==> config.mk <==
export PLATFORM = sky130hd
export DESIGN_NAME = rvvi_order_merger
export DESIGN_NICKNAME = d
export VERILOG_FILES = /design/src/rtl/rvvi_order_merger.sv
export SDC_FILE = /design/constraint.sdc
export NUM_CORES = 2
export LEC_CHECK = 0
export ABC_CLOCK_PERIOD_IN_PS = 13610
export BUFFER_PORTS_ARGS = -buffer_cell sky130_fd_sc_hd__buf_2
export CORE_ASPECT_RATIO = 0.5
export CORE_UTILIZATION = 55
export DETAILED_ROUTE_END_ITERATION = 12
export PLACE_DENSITY = 0.78
export SYNTH_ARGS = -nofsm -noshare
export SYNTH_HDL_FRONTEND = slang
export SYNTH_SLANG_ARGS = --single-unit
==> constraint.sdc <==
create_clock -name clk -period 13.61 [get_ports clk]
set_clock_uncertainty 0.1 [all_clocks]
set_input_delay 2.0415 -clock clk [delete_from_list [all_inputs] [get_ports clk]]
set_output_delay 2.0415 -clock clk [all_outputs]
set_load 0.1 [all_outputs]
==> src/rtl/rvvi_order_merger.sv <==
// Merges per-source RVVI retire records into one stream ordered by ascending ORDER.
// Optional gap checker on emitted ORDER values is enabled by RVVI_MERGE_GAP_CHECK_EN.
module rvvi_order_merger #(
    parameter int unsigned NUM_SRC = 4,
    parameter int unsigned XLEN    = 64,
    parameter int unsigned ORDER_W = 64,
    localparam int unsigned SRC_W  = $clog2(NUM_SRC)
) (
    input  logic                       clk,
    input  logic                       reset_n,
    input  logic                       start,
    input  logic [NUM_SRC-1:0]         src_valid,
    output logic [NUM_SRC-1:0]         src_ready,
    input  logic [NUM_SRC-1:0]         src_done,
    input  logic [NUM_SRC*ORDER_W-1:0] src_order,
    input  logic [NUM_SRC*32-1:0]      src_insn,
    input  logic [NUM_SRC*XLEN-1:0]    src_pc,
    input  logic [NUM_SRC-1:0]         src_trap,
    input  logic [NUM_SRC*2-1:0]       src_mode,
    output logic                       out_valid,
    input  logic                       out_ready,
    output logic [ORDER_W-1:0]         out_order,
    output logic [31:0]                out_insn,
    output logic [XLEN-1:0]            out_pc,
    output logic                       out_trap,
    output logic [1:0]                 out_mode,
    output logic [SRC_W-1:0]           out_src,
    output logic                       busy,
    output logic                       all_done,
    output logic                       dup_err
`ifdef RVVI_MERGE_GAP_CHECK_EN
    ,
    output logic                       gap_err,
    output logic [15:0]                gap_count
`endif
);

    typedef enum logic [1:0] {StIdle, StMerge, StDrain, StDone} state_e;

    state_e state_q, state_d;

    logic [NUM_SRC-1:0] done_q;
    logic [NUM_SRC-1:0] head_vld_q;
    logic [ORDER_W-1:0] head_order_q [NUM_SRC];
    logic [31:0]        head_insn_q  [NUM_SRC];
    logic [XLEN-1:0]    head_pc_q    [NUM_SRC];
    logic [NUM_SRC-1:0] head_trap_q;
    logic [1:0]         head_mode_q  [NUM_SRC];

    logic               out_vld_q;
    logic [ORDER_W-1:0] out_order_q;
    logic [31:0]        out_insn_q;
    logic [XLEN-1:0]    out_pc_q;
    logic               out_trap_q;
    logic [1:0]         out_mode_q;
    logic [SRC_W-1:0]   out_src_q;
    logic               dup_err_q;

    logic               active;
    logic               sel_found;
    logic [SRC_W-1:0]   sel_idx;
    logic [ORDER_W-1:0] sel_order;
    logic               tie;
    logic               fire;
    logic [NUM_SRC-1:0] xfer;

    assign active = (state_q == StMerge) || (state_q == StDrain);

    // Lowest index wins ties because only a strictly smaller order replaces the pick.
    always_comb begin
        sel_found = 1'b0;
        sel_idx   = '0;
        sel_order = '0;
        for (int i = 0; i < int'(NUM_SRC); i++) begin
            if (head_vld_q[i] && (!sel_found || head_order_q[i] < sel_order)) begin
                sel_found = 1'b1;
                sel_idx   = SRC_W'(i);
                sel_order = head_order_q[i];
            end
        end
        tie = 1'b0;
        for (int i = 0; i < int'(NUM_SRC); i++) begin
            if (head_vld_q[i] && head_order_q[i] == sel_order && SRC_W'(i) != sel_idx) begin
                tie = 1'b1;
            end
        end
    end

    // Every source must have a head or be finished, otherwise a smaller order may still arrive.
    assign fire = active && (!out_vld_q || out_ready) && (&(head_vld_q | done_q)) && sel_found;

    always_comb begin
        for (int i = 0; i < int'(NUM_SRC); i++) begin
            src_ready[i] = active && !done_q[i] &&
                           (!head_vld_q[i] || (fire && sel_idx == SRC_W'(i)));
        end
    end

    assign xfer = src_valid & src_ready;

    always_comb begin
        state_d = state_q;
        unique case (state_q)
            StIdle:  if (start) state_d = StMerge;
            StMerge: if (&done_q) state_d = StDrain;
            StDrain: if (!(|head_vld_q) && (!out_vld_q || out_ready)) state_d = StDone;
            StDone:  state_d = StDone;
            default: state_d = StIdle;
        endcase
    end

    always_ff @(posedge clk or negedge reset_n) begin
        if (!reset_n) begin
            state_q    <= StIdle;
            done_q     <= '0;
            head_vld_q <= '0;
            head_trap_q <= '0;
            for (int i = 0; i < int'(NUM_SRC); i++) begin
                head_order_q[i] <= '0;
                head_insn_q[i]  <= '0;
                head_pc_q[i]    <= '0;
                head_mode_q[i]  <= '0;
            end
        end else begin
            state_q <= state_d;
            if (state_q != StIdle) done_q <= done_q | src_done;
            for (int i = 0; i < int'(NUM_SRC); i++) begin
                if (xfer[i]) begin
                    head_vld_q[i]   <= 1'b1;
                    head_order_q[i] <= src_order[i*ORDER_W +: ORDER_W];
                    head_insn_q[i]  <= src_insn[i*32 +: 32];
                    head_pc_q[i]    <= src_pc[i*XLEN +: XLEN];
                    head_trap_q[i]  <= src_trap[i];
                    head_mode_q[i]  <= src_mode[i*2 +: 2];
                end else if (fire && sel_idx == SRC_W'(i)) begin
                    head_vld_q[i] <= 1'b0;
                end
            end
        end
    end

    always_ff @(posedge clk or negedge reset_n) begin
        if (!reset_n) begin
            out_vld_q   <= 1'b0;
            out_order_q <= '0;
            out_insn_q  <= '0;
            out_pc_q    <= '0;
            out_trap_q  <= 1'b0;
            out_mode_q  <= '0;
            out_src_q   <= '0;
            dup_err_q   <= 1'b0;
        end else begin
            if (fire) begin
                out_vld_q   <= 1'b1;
                out_order_q <= sel_order;
                out_insn_q  <= head_insn_q[sel_idx];
                out_pc_q    <= head_pc_q[sel_idx];
                out_trap_q  <= head_trap_q[sel_idx];
                out_mode_q  <= head_mode_q[sel_idx];
                out_src_q   <= sel_idx;
                if (tie) dup_err_q <= 1'b1;
            end else if (out_ready) begin
                out_vld_q <= 1'b0;
            end
        end
    end

`ifdef RVVI_MERGE_GAP_CHECK_EN
    logic               gap_seen_q;
    logic [ORDER_W-1:0] gap_exp_q;
    logic               gap_err_q;
    logic [15:0]        gap_cnt_q;

    always_ff @(posedge clk or negedge reset_n) begin
        if (!reset_n) begin
            gap_seen_q <= 1'b0;
            gap_exp_q  <= '0;
            gap_err_q  <= 1'b0;
            gap_cnt_q  <= '0;
        end else if (fire) begin
            gap_seen_q <= 1'b1;
            gap_exp_q  <= sel_order + ORDER_W'(1);
            if (gap_seen_q && sel_order != gap_exp_q) begin
                gap_err_q <= 1'b1;
                if (gap_cnt_q != 16'hffff) gap_cnt_q <= gap_cnt_q + 16'd1;
            end
        end
    end

    assign gap_err   = gap_err_q;
    assign gap_count = gap_cnt_q;
`endif

    assign out_valid = out_vld_q;
    assign out_order = out_order_q;
    assign out_insn  = out_insn_q;
    assign out_pc    = out_pc_q;
    assign out_trap  = out_trap_q;
    assign out_mode  = out_mode_q;
    assign out_src   = out_src_q;
    assign busy      = active;
    assign all_done  = (state_q == StDone);
    assign dup_err   = dup_err_q;

endmodule

==> run_results.csv, run 1 <==
group,metric,value,unit
logic_synthesis,syn_inst,4134,
global_routing,grt_pass1_wl,365.7,mm
floorplanning,ios,837,
logic_synthesis,synthFlopType,"dfrtp_1",
logic_synthesis,async_reset_ff_frac,1.000,
logic_synthesis,synth_edf_count,0,
logic_synthesis,synth_cell_type_count,85,
logic_synthesis,ys_ff_latch,829,
global_routing,grt_overflow_total,3,
global_routing,grt_start_max_net_pins,169,
placement,dp.cells,6336,
logic_synthesis,yosysTopAreaCellShare,0.4637,
floorplanning,die_w,405.3,µm
logic_synthesis,ys_seq_area_frac,0.4637,
clock_network,cts_htree_levels,3,
logic_synthesis,yosysWarnings,0,
outcome,status,"aborted with a tool error",
logic_synthesis,syn_avg_cell_area,10.82,µm²
clock_network,root_buffer,"clkbuf_16",
logic_synthesis,synth_top_cell_by_area,"dfrtp_1",
outcome,error,"[ERROR GRT-0116] Global routing finished with congestion. Check the congestion regions in the DRC Viewer.",
floorplanning,dieHeight,203.7,µm
logic_synthesis,synth.cell_area,44740,µm²
placement,place_area,53810,µm²
placement,hpwl,192.7,mm
global_routing,track_usage,0.6429,
outcome,failing_step,"global routing (5_1_grt)",
logic_synthesis,ys_top_cells_by_area,"dfrtp_1, mux2_2, ha_1",
clock_network,cts_buffer_depth,3,
clock_network,postCtsHoldBufs,0,
logic_synthesis,synth_commonest_cells,"dfrtp_1, mux2_2, a21oi_1",
floorplanning,rows,73,
floorplanning,start_util,0.5598,
global_routing,grt_pass1_vias,49500,
placement,globalplace.congestion,1.189,
clock_network,cts-buffers-inserted,72,
clock_network,numClockSinks,829,
logic_synthesis,synth_nets,4992,
placement,portBuffers,836,
logic_synthesis,synth.most_common_cell,"dfrtp_1",
[what timing repair did]
action	4_1_cts
pin swaps	0
gates resized for setup	6
endpoints found under the setup margin	43
buffers inserted	1
[metal layers]
| metal | overflow | track usage |
|---|---|---|
| met5 | 0 | 0.1287 |
| met4 | 2 | 0.5139 |
| met3 | 0 | 0.4697 |
| met1 | 0 | 0.7083 |
| met2 | 1 | 0.8127 |
[kinds of logic after synthesis]
group / Yosys count / synth area share
AO/OA/AOI/OAI: 981 / 0.1394
AND/OR/NAND/NOR: 863 / 0.09037
flip-flops: 829 / 0.4637
multiplexers: 811 / 0.2005
buffers and inverters: 363 / 0.03353
adder cells (fa/ha/maj): 194 / 0.05426
XOR/XNOR: 93 / 0.01821
[through the flow]
step	hold WS, ps	utilization	setup slack (ps)	TNS (ps)
4_1_cts	407.8	0.7044	141.5	0
3_5_place_dp	393.6	0.6733	-521.3	-6516
3_3_place_gp	374.8	0.6732	-703.1	-11230
2_1_floorplan	358.3	-	666.3	0
==> run 2, diff against run 1 <==
Settings changed: CORE_ASPECT_RATIO 0.5 to default, CORE_UTILIZATION 55 to 40, PLACE_DENSITY 0.78 to default, PLACE_DENSITY_LB_ADDON from default to 0.15.
==> run 2 against run 1 <==
  * The flow now finishes without violations
  * Synthesized area did not move
  * Synthesized cell count did not move
==> run_results.csv, run 2 <==
group,metric,value,unit
logic_synthesis,async_reset_ff_frac,1.000,
timing,final_hold_viol_count,0,
route,dr.pass1.iters,6,
floorplanning,ios,837,
floorplanning,core-area,110800,µm²
critical_path,crit_end,"src_ready[3]",
floorplanning,die_w,336.4,µm
floorplanning,dieArea,113200,µm²
logic_synthesis,yosysWarnings,0,
timing,setup_ws,43.03,ps
timing,max_clock_freq,73.71,MHz
route,ant_nets,0,
critical_path,arrival,11430,ps
critical_path,start_kind,"flip-flop",
job,drv_cap,0,
logic_synthesis,synth_commonest_cells,"dfrtp_1, mux2_2, a21oi_1",
placement,hpwl,189.5,mm
critical_path,required,11470,ps
route,drc,0,
placement,globalplace.congestion,1.122,
final_layout,drive_gt1_frac,0.4105,
route,drt-initial-drc-count,3884,
clock_network,numClockSinks,829,
global_routing,grt_start_max_net_pins,147,
critical_path,crit_type,"reg2out",
logic_synthesis,ys_seq_area_frac,0.4637,
timing,rsz0062_at_grt,"no",
timing,max_slew_margin,0.1848,
timing,setup_viol,0,
clock_network,cts_htree_levels,3,
timing,fin_crit_sh,0.9968,
clock_network,path_clk_slew,60,ps
logic_synthesis,synth_cell_type_count,85,
pwr,pwr_density_cell,304.9,nW/µm²
critical_path,endpoint_kind,"primary output",
critical_path,regToRegStartpoint,"head_vld_q[0]",
floorplanning,start_util,0.4037,
critical_path,r2r_cells,46,
clock_network,cts-buffers-inserted,91,
floorplanning,rows,122,
placement,portBuffers,836,
route,vias,41150,
critical_path,slowest_delay,980,ps
route,wl,235.4,mm
route,viasPerCell,5.901,
route,post_drt_wl_per_cell,33.76,µm
logic_synthesis,synth_edf_count,0,
clock_network,cts_buffer_depth,3,
logic_synthesis,ys_top_cells_by_area,"dfrtp_1, mux2_2, ha_1",
placement,place_area,54450,µm²
clock_network,root_buffer,"clkbuf_16",
final_layout,nets,6235,
outcome,status,"complete, no violations",
critical_path,crit_path_start,"head_vld_q[0]",
final_layout,layout_commonest_cell,"buf_2",
pwr,ir_drop,183.3,µV
logic_synthesis,synth_nets,4992,
critical_path,rr_endpoint,"dup_err",
pwr,power,17.60,mW
logic_synthesis,ys_ff_latch,829,
global_routing,grt_pass1_vias,40430,
clock_network,clk_latency,700,ps
final_layout,stdcell_area,57740,µm²
global_routing,grt_overflow_total,0,
placement,post-place-ws,603.8,ps
global_routing,antenna_found_initial,77,
final_layout,largestRegisters,"head_order_q x256, head_pc_q x256, head_insn_q x128",
logic_synthesis,yosysTopAreaCellShare,0.4637,
timing,worst_hold_slack,394.0,ps
global_routing,track_usage,0.4062,
critical_path,cp_max_fo,28,
logic_synthesis,synthFlopType,"dfrtp_1",
min_path,hold_class,"reg2reg",
global_routing,grt_pass1_wl,318.2,mm
logic_synthesis,syn_inst,4134,
clock_network,postCtsHoldBufs,0,
critical_path,slowest_stage,"o21ai_0",
logic_synthesis,syn_avg_cell_area,10.82,µm²
timing,worst_pin_slew,1210,ps
clock_network,tritoncts,"built",
final_layout,area_delta_synth_final,29.08,%
timing,fin_tns_setup,0,ps
logic_synthesis,synth.most_common_cell,"dfrtp_1",
critical_path,r2r_setup_slack,580,ps
logic_synthesis,synth_top_cell_by_area,"dfrtp_1",
timing,finalCriticalPeriod,13570,ps
pwr,power_leakage,27.84,nW
timing,maxSlewViolCount,0,
logic_synthesis,synth.cell_area,44740,µm²
critical_path,worst_path_most_repeated_cell,"buf_4",
final_layout,layout_common_cells,"buf_2, dfrtp_1, mux2_2",
floorplanning,dieHeight,336.4,µm
==> run 2: layout make-up <==
type	instances	area, µm²
tap	1488	1862
fill	10260	53080
inverter	127	476.7
clock inverter	33	520.5
antenna	35	87.58
clock buffer	133	2665
timing repair buffer	1386	8825
multi-input combinational	2942	22560
sequential	829	20750
==> run 2: through the flow <==
stage / std cells / util
6_report: 6973 / 0.5211
5_1_grt: 6963 / 0.5208
4_1_cts: 6936 / 0.5201
3_5_place_dp: 6770 / 0.4913
3_3_place_gp: 6770 / 0.4913
2_1_floorplan: 4134 / -
==> run 2: timing repair <==
action / CTS / global route
setup endpoints to repair: 3 / 5
buffers inserted: 0 / 2
gates resized for setup: 1 / 6
pin swaps: 1 / 1
gates cloned: 0 / 0
==> run 2: power by group <==
group          total (mW)  internal, mW  switching (mW)
clock network        2.63          1.56            1.08
logic                10.5          3.58            6.91
registers            4.48          3.35            1.13
==> run 2: cells by family (layout without fill, tap and decap cells) <==
logic type,after synthesis,count (layout),share of synthesized area
compound gates,981,981,0.1394
simple gates,863,863,0.09037
flops,829,829,0.4637
mux,811,811,0.2005
buf+inv,363,1679,0.03353
fa+ha+maj,194,194,0.05426
xor+xnor,93,93,0.01821
other cells,0,35,0
==> run 2: how the worst min path moves through the flow <==
stage                startpoint               end  slack, ps  cells past startpoint
3_5_place_dp     head_pc_q[223]    head_pc_q[223]        390                      1
6_report         head_pc_q[223]    head_pc_q[223]        390                      1
2_1_floorplan         done_q[0]         done_q[0]        360                      1
4_1_cts          head_pc_q[223]    head_pc_q[223]        400                      1
5_1_grt        head_insn_q[122]  head_insn_q[122]        410                      1
3_3_place_gp     head_pc_q[214]    head_pc_q[214]        370                      1
==> run 2: worst max-delay path, delay by kind of cell, from the launching register on <==
| kind | cells | cell delay, ps |
|---|---|---|
| AOI/OAI and AO/OA | 10 | 3530 |
| adders and majority gates | 3 | 1030 |
| buffers and inverters | 10 | 2000 |
| DFF | 1 | 680 |
| muxes | 1 | 490 |
| and+or+nand+nor | 13 | 2910 |
==> run 2: layer usage <==
layer | GRT usage | vias to the layer above | wire length (µm) | part of all wire
met5 | 0 | - | 460 | 0.0020
met4 | 0.2419 | 70 | 16430 | 0.070
met3 | 0.1019 | 656 | 19930 | 0.085
met2 | 0.6354 | 2071 | 105800 | 0.45
met1 | 0.5070 | 20610 | 92870 | 0.39
li1 | - | 17740 | - | -
Note: power is estimated with default switching activity, not from simulation.
